File: src/rtl/sdram_burst_interface.sv
// Burst front end for the SDRAM controller: packs a streamed write burst into one
// controller block, issues a single request, and unpacks read blocks onto a stream.
module sdram_burst_interface #(
  parameter int UI_BW_ADDR      = 25,
  parameter int UI_BW_DATA      = 32,
  parameter int BW_BURST_LENGTH = 4,
  parameter int BW_ADDR         = 25,
  parameter int BW_DATA_BLOCK   = 512
) (
  input  logic                       clock_i,
  input  logic                       resetn_i,
  input  logic                       req_i,
  input  logic                       rw_i,
  input  logic [BW_BURST_LENGTH-1:0] len_i,
  input  logic [UI_BW_ADDR-1:0]      addr_i,
  output logic                       ready_o,
  input  logic                       wr_valid_i,
  input  logic [UI_BW_DATA-1:0]      wr_data_i,
  output logic                       wr_ready_o,
  output logic                       rd_valid_o,
  output logic [UI_BW_DATA-1:0]      rd_data_o,
  input  logic                       rd_ready_i,
  output logic                       done_o,
  input  logic                       clear_i,
  output logic                       sdram_request_o,
  output logic                       sdram_command_o,
  output logic [BW_BURST_LENGTH-1:0] sdram_length_o,
  output logic [BW_ADDR-1:0]         sdram_address_o,
  output logic [BW_DATA_BLOCK-1:0]   sdram_data_o,
  input  logic                       sdram_ready_i,
  input  logic                       sdram_done_i,
  input  logic [BW_DATA_BLOCK-1:0]   sdram_data_i,
  output logic [2:0]                 state_o
);

  typedef enum logic [2:0] {
    S_IDLE   = 3'd0,
    S_WFILL  = 3'd1,
    S_ISSUE  = 3'd2,
    S_GUARD  = 3'd3,
    S_WAIT   = 3'd4,
    S_RDRAIN = 3'd5,
    S_DONE   = 3'd6
  } state_t;

  state_t                     state_q, state_d;
  logic [BW_BURST_LENGTH-1:0] cnt_q;
  logic [BW_DATA_BLOCK-1:0]   rd_block_q;

  // Stream handshakes: a word moves on a rising edge where valid and ready are both
  // high; valid never waits on ready, and the registered-state strobes never depend on inputs.
  logic wr_fire, rd_fire, last_word;
  assign wr_fire   = (state_q == S_WFILL) && wr_valid_i;
  assign rd_fire   = (state_q == S_RDRAIN) && rd_ready_i;
  assign last_word = (cnt_q == sdram_length_o);

  always_ff @(posedge clock_i or negedge resetn_i) begin
    if (!resetn_i) state_q <= S_IDLE;
    else           state_q <= state_d;
  end

  always_comb begin
    state_d = state_q;
    case (state_q)
      S_IDLE:   if (req_i) state_d = rw_i ? S_WFILL : S_ISSUE;
      S_WFILL:  if (wr_fire && last_word) state_d = S_ISSUE;
      S_ISSUE:  if (sdram_ready_i) state_d = S_GUARD;
      // GUARD masks a done/ready left over from the controller's previous cycle.
      S_GUARD:  state_d = S_WAIT;
      S_WAIT:   if (sdram_done_i) state_d = sdram_command_o ? S_DONE : S_RDRAIN;
      S_RDRAIN: if (rd_fire && last_word) state_d = S_DONE;
      S_DONE:   if (clear_i) state_d = S_IDLE;
      default:  state_d = S_IDLE;
    endcase
  end

  // Write block doubles as sdram_data_o; read data lands in a separate block so the
  // controller-facing buses stay stable for the whole command.
  always_ff @(posedge clock_i or negedge resetn_i) begin
    if (!resetn_i) begin
      sdram_command_o <= 1'b0;
      sdram_length_o  <= '0;
      sdram_address_o <= '0;
      sdram_data_o    <= '0;
      rd_block_q      <= '0;
      cnt_q           <= '0;
    end else begin
      case (state_q)
        S_IDLE: begin
          if (req_i) begin
            sdram_command_o <= rw_i;
            sdram_length_o  <= len_i;
            sdram_address_o <= BW_ADDR'(addr_i);
            sdram_data_o    <= '0;
            rd_block_q      <= '0;
            cnt_q           <= '0;
          end
        end
        S_WFILL: begin
          if (wr_fire) begin
            sdram_data_o[cnt_q*UI_BW_DATA +: UI_BW_DATA] <= wr_data_i;
            if (!last_word) cnt_q <= cnt_q + 1'b1;
          end
        end
        S_WAIT: begin
          if (sdram_done_i && !sdram_command_o) begin
            rd_block_q <= sdram_data_i;
            cnt_q      <= '0;
          end
        end
        S_RDRAIN: begin
          if (rd_fire && !last_word) cnt_q <= cnt_q + 1'b1;
        end
        default: ;
      endcase
    end
  end

  assign ready_o         = (state_q == S_IDLE);
  assign wr_ready_o      = (state_q == S_WFILL);
  assign rd_valid_o      = (state_q == S_RDRAIN);
  assign done_o          = (state_q == S_DONE);
  assign sdram_request_o = (state_q == S_ISSUE) && sdram_ready_i;
  assign rd_data_o       = rd_block_q[cnt_q*UI_BW_DATA +: UI_BW_DATA];
  assign state_o         = state_q;

endmodule

File: config.mk
export PLATFORM = sky130hd
export DESIGN_NAME = sdram_burst_interface
export DESIGN_NICKNAME = d
export VERILOG_FILES = /design/src/rtl/sdram_burst_interface.sv
export SDC_FILE = /design/constraint.sdc
export NUM_CORES = 2
export LEC_CHECK = 0
export BUFFER_PORTS_ARGS = -buffer_cell sky130_fd_sc_hd__buf_2
export CORE_AREA = 2 2 460 462
export CTS_BUF_LIST = sky130_fd_sc_hd__clkbuf_8
export CTS_CLUSTER_SIZE = 24
export DETAILED_ROUTE_END_ITERATION = 8
export DIE_AREA = 0 0 462 464
export GPL_ROUTABILITY_DRIVEN = 0
export MAX_ROUTING_LAYER = met4
export PLACE_DENSITY_LB_ADDON = 0.12
export SYNTH_ARGS = -nofsm -noshare
export SYNTH_HDL_FRONTEND = slang
export SYNTH_SLANG_ARGS = --single-unit
File: constraint.sdc
create_clock -name clock_i -period 3.69 [get_ports clock_i]
set_clock_uncertainty 0.2 [all_clocks]
set_input_delay 0.1845 -clock clock_i [delete_from_list [all_inputs] [get_ports clock_i]]
set_output_delay 0.1845 -clock clock_i [all_outputs]
set_load 0.005 [all_outputs]
Word-level counts from Yosys, hierarchy flattened:

Index checks and enable logic that the tools add are counted.

* muxes and demuxes: 21
* add/sub/neg operators: 2
* shift-type cells: 3
* reductions and logical operators: 18
* equality and inequality tests: 17

Operators by type and width (number)
* 512-bit case mux with 2 select lines: 2
* 512-bit two-way mux: 3
* 512-bit bitwise mux: 1
* 32-bit by 34-bit variable shift with 512-bit output, first input constant: 1
* 32-bit by 34-bit variable part select with 512-bit output: 1
* 512-bit by 10-bit variable part select with 32-bit output: 1
* 9-bit negator with 34-bit output: 1
* 3-bit case mux with 7 select lines: 1
* 4-bit two-way mux: 5
* 3-bit two-way mux: 6
* 4-bit case mux with 4 select lines: 1
* 6-bit AND reduction: 2
* 2-bit by 1-bit != test with 1-bit output, second input constant: 5
* 2-bit != test, second input constant: 5
* 3-bit == test, second input constant: 3
* 1-bit logical AND: 7
* 3-bit by 2-bit == test with 1-bit output, second input constant: 2
* 3-bit AND reduction: 2
* 4-bit by 1-bit adder with 4-bit output, second input constant: 1
* 4-bit == test: 1
* 2-bit two-way mux: 2
* 2-bit nonzero test: 2
* 4-bit nonzero test: 1
* 3-bit by 1-bit == test with 1-bit output, second input constant: 1
* other kinds (3): 4

* word-level logic and storage cells: 68
* register bits: 1061
* input port bits: 582

Depth between registers and ports, before layout:

* word-level depth: 5
* mapped depth: 13
* mapped depth without buffers: 6

Worst setup path after synthesis:

No wires, ideal clock.

* path type: reg-to-reg
* start: register cnt_q[1]
* end: register sdram_data_o[283]
* data required time: 3.365 ns
* cell stages (with the launch flop): 11
* data arrival time: 3.385 ns
* slack: -0.019 ns
* path through: dfrtp_1 > clkbuf_1 > buf_1 > clkbuf_1 > inv_1 > ha_1 > or3_1 > a211oi_2 > o31a_1 > buf_2 > mux2_2

* cells in the longest elaborated chain, start to end: 5
* elaborated cells on any way between the ends: 6

Ends and longest elaborated chain
* start, declared: line 47 `logic [BW_BURST_LENGTH-1:0] cnt_q;`
* start signal, assigned: line 102 `if (!last_word) cnt_q <= cnt_q + 1'b1;`
* start signal, assigned: line 112 `if (rd_fire && !last_word) cnt_q <= cnt_q + 1'b1;`
* 9-bit negator with 34-bit output *: line 101 `sdram_data_o[cnt_q*UI_BW_DATA +: UI_BW_DATA] <= wr_data_i;`
* 32-bit by 34-bit variable part select with 512-bit output or 32-bit by 34-bit variable shift with 512-bit output (tied branches): line 101
* 512-bit bitwise mux *: line 101
* 512-bit two-way mux *: line 100 `if (wr_fire) begin`
* 512-bit case mux with 2 select lines *: line 88 `case (state_q)`
* end signal, assigned by index: line 101
* end, declared: line 29 `output logic [BW_DATA_BLOCK-1:0] sdram_data_o,`

Every way passes the cells marked *; elsewhere a longest branch is shown, timed or not. The select of a mux whose other input is x is not followed.
A chain may end at the register's enable or synchronous reset.

Final worst setup path:

* start: register cnt_q[0]
* end: output rd_data_o[10]

* cells in the longest elaborated chain, start to end: 1

Ends and longest elaborated chain
* 512-bit by 10-bit variable part select with 32-bit output: line 124 `assign rd_data_o = rd_block_q[cnt_q*UI_BW_DATA +: UI_BW_DATA];`
* end, declared: line 21 `output logic [UI_BW_DATA-1:0] rd_data_o,`

Every way passes these cells.

==> impl_metrics.yaml <==
die:
  die_h_um: 464
  die-area_mm2: 0.2144
  rows: 168
  core_area_mm2: 0.2092
  start_util: 0.2175
  ios: 1164
  die_x_um: 462
run:
  drv_cap: 0
setup_path:
  critPathCaptureType: "output pin"
  path_class: "register to output pin"
  slowest_stage: "dfrtp_4"
  cp_max_fo: 8
  cp_cell_sequence: "buf_12, buf_16, buf_8, mux2i_4, a221oi_4, buf_6, nor2_4, o21ai_4, buf_2"
  start_kind: "register"
  cpPeakStageDelay_ps: 560
  worstPathRequired_ps: 3310
  arrival_ps: 3270
cts:
  cts-root-buf: "clkbuf_8"
  cts_tree: "built"
  cts_max_level: 4
  clock_path_buffers: 3
  clk_pin_slew_worst_paths_ps: 60
  cts_buffers: 204
  cts_sinks: 1061
  clock_latency_ps: 960
power_and_ir_drop:
  leakage_nw: 34.29
  vdd_ir_drop_max_mv: 0.4131
  p_total_mw: 47.70
  power_density_mw_per_mm2: 644.1
routing:
  drt_iter0_markers: 2752
  drt_first_pass_iters: 5
  vias_per_cell: 4.515
  wl_per_cell_um: 26.00
  finalWirelength_um: 255100
  drc: 0
  antenna_left: 0
  vias: 44300
placed_design:
  dpl.cell_count: 8112
  hpwl_um: 176000
  port_buffers: 1163
cells_and_area:
  final_common_cell: "nand2_1"
  multiInputGateArea_mm2: 0.01855
  drive_above_1_share: 0.2843
  final_cell_mix: "nand2_1 (1282), dlygate4sd3_1 (1188), buf_2 (1150)"
  nets: 7363
  finalNonFillerCells: 9812
  nFillCells: 21400
  area_delta_synth_final_pct: 62.80
  ff_latch_area_mm2: 0.02656
grt:
  grt_usage: 0.2383
  first_global_vias: 46060
  grt_max_degree: 153
  overflow: 0
  grt_pass1_wl_um: 354700
  antenna_found_initial: 83
yosys:
  yosysWarnings: 0
  synth_cells: 4372
  synth-edff-count: 0
  synth_top_area_frac: 0.5837
  synth_cell_types: 68
  ys_seq_elements: 1061
  ys_seq_area_frac: 0.5837
  synth_top_cell_by_area: "dfrtp_1"
  ys_top_cells_by_area: "dfrtp_1 (58%), nand2_1 (11%), a22o_1 (5.4%), o21ai_1 (5.0%), mux2i_1 (4.3%)"
  syn_nets: 4960
  avgSynthCellArea_um2: 10.40
  async_reset_ff_frac: 1.000
  ys.flop_type: "dfrtp_1"
  syn_area_mm2: 0.04549
sta:
  fin_crit_ps: 3651
  slew_violations: 0
  tightest_slew_ps: 1176
  timing.slew.headroom: 0.2163
  finalSetupViolCount: 0
  fmax_mhz: 273.9
  hold_viol: 0
  rsz0062_at_grt: "yes"
  finalCritPeriodShare: 0.9895
min_path:
  min_path_type: "input port to register"
status:
  status: "finished, final reports clean"
-- metrics by stage --
step	cell area, um2	util	setup TNS [ps]	setup slack (ps)	hold slack (ps)
after global routing	74050	0.3541	-1593	-117.8	65.96
after global placement	55310	0.2645	0	265.4	76.16
after floorplan	45490	-	0	99.51	-311.1
after CTS	73130	0.3497	-1637	-100.5	17.18
final	74050	0.3541	0	38.57	150.8
after detailed placement	55310	0.2645	0	258.2	108.2
-- layer usage --
layer / share of wire / global-route usage / up-vias
li1: - / - / 20280
met4: 0.035 / 0.07937 / 0
met1: 0.40 / 0.2764 / 22220
met3: 0.062 / 0.05393 / 358
met5: 0 / - / -
met2: 0.50 / 0.4040 / 1451
-- cells by family after synthesis --
kind of cell             Yosys count  share of synthesized area
flip-flops                      1061                     0.5837
XOR/XNOR                           6                   0.001568
adder cells (fa/ha/maj)            6                   0.001650
AND/OR/NAND/NOR                 1449                     0.1281
buffers and inverters            452                    0.04090
multiplexers                     277                    0.07905
AO/OA/AOI/OAI                   1121                     0.1650
-- cell type report --
class                           instances  area share
Inverter                               58    0.002940
Multi-Input combinational cell       2860      0.2505
Clock buffer                          259     0.04814
Sequential cell                      1061      0.3587
Clock inverter                        102    0.008296
Tap cell                             2805     0.04739
Timing Repair Buffer                 2590      0.2814
Antenna cell                           77    0.002602
-- sequential cells by signal, indices dropped and copies added (netlist names) --
register	flops
rd_block_q	512
sdram_command_o	1
sdram_length_o	4
sdram_address_o	25
sdram_data_o	512
state_o	3
cnt_q	4
-- synthesized netlist by cell type, types with 3 or more instances --
cell type     n
nor3_2        3
and4_1        3
and2_1        4
xor2_1        5
mux2_2        6
o22ai_1      32
buf_1        29
a21oi_1      11
nor2b_1       5
nand2_1    1283
mux4_2       64
buf_2       113
a221oi_1     64
buf_4         6
nor4_2        4
a22o_1      280
a31oi_1       5
o211ai_1      3
o21ai_0     142
nor2_1       45
mux2i_1     195
a32o_1       76
nor2_2        3
a22oi_1      33
nor3_1        6
or3_1         3
dfrtp_1    1061
nand2b_1      8
nand4_1      16
nor4_4        3
o21ai_1     453
nor4_1       16
ha_1          6
mux2_1       12
nand3_1      32
inv_1        57
clkbuf_1    246
o31ai_1       4
-- report_power, final --
group	internal [mW]	total, mW	leakage [nW]	switching, mW
combinational	7.79	19.8	17.2	12.0
clock	6.57	12.2	2.42	5.66
sequential	14.0	15.7	14.7	1.67
total	28.4	47.7	34.3	19.3
-- worst max-delay path: cells and delay by family (launching register included) --
kind | cells | cell delay [ps]
AOI/OAI and AO/OA | 2 | 630
muxes | 1 | 190
DFF | 1 | 560
buffers and inverters | 5 | 830
and+or+nand+nor | 1 | 50
-- worst paths after layout --
path | endpoint | cells after the start | start | slack, ps
worst max register to register | sdram_data_o[413] | 8 | cnt_q[0] | 210
worst min-delay path | sdram_data_o[414] | 4 | wr_data_i[30] | 150
max in group asynchronous | rd_block_q[232] | 4 | resetn_i | 1960
worst max-delay path | rd_data_o[10] | 9 | cnt_q[0] | 40
worst min register to register | rd_block_q[208] | 2 | rd_block_q[208] | 280
min in group asynchronous | sdram_data_o[230] | 4 | resetn_i | 550
-- timing repair --
action,4_1_cts,5_1_grt
hold buffers,1189,0
endpoints found under the setup margin,32,204
pin swaps,31,41
endpoints found under the hold margin,2051,0
buffers inserted,33,16
gates cloned,17,8
gates resized for setup,174,80
Power figures use the tool's default switching activity.
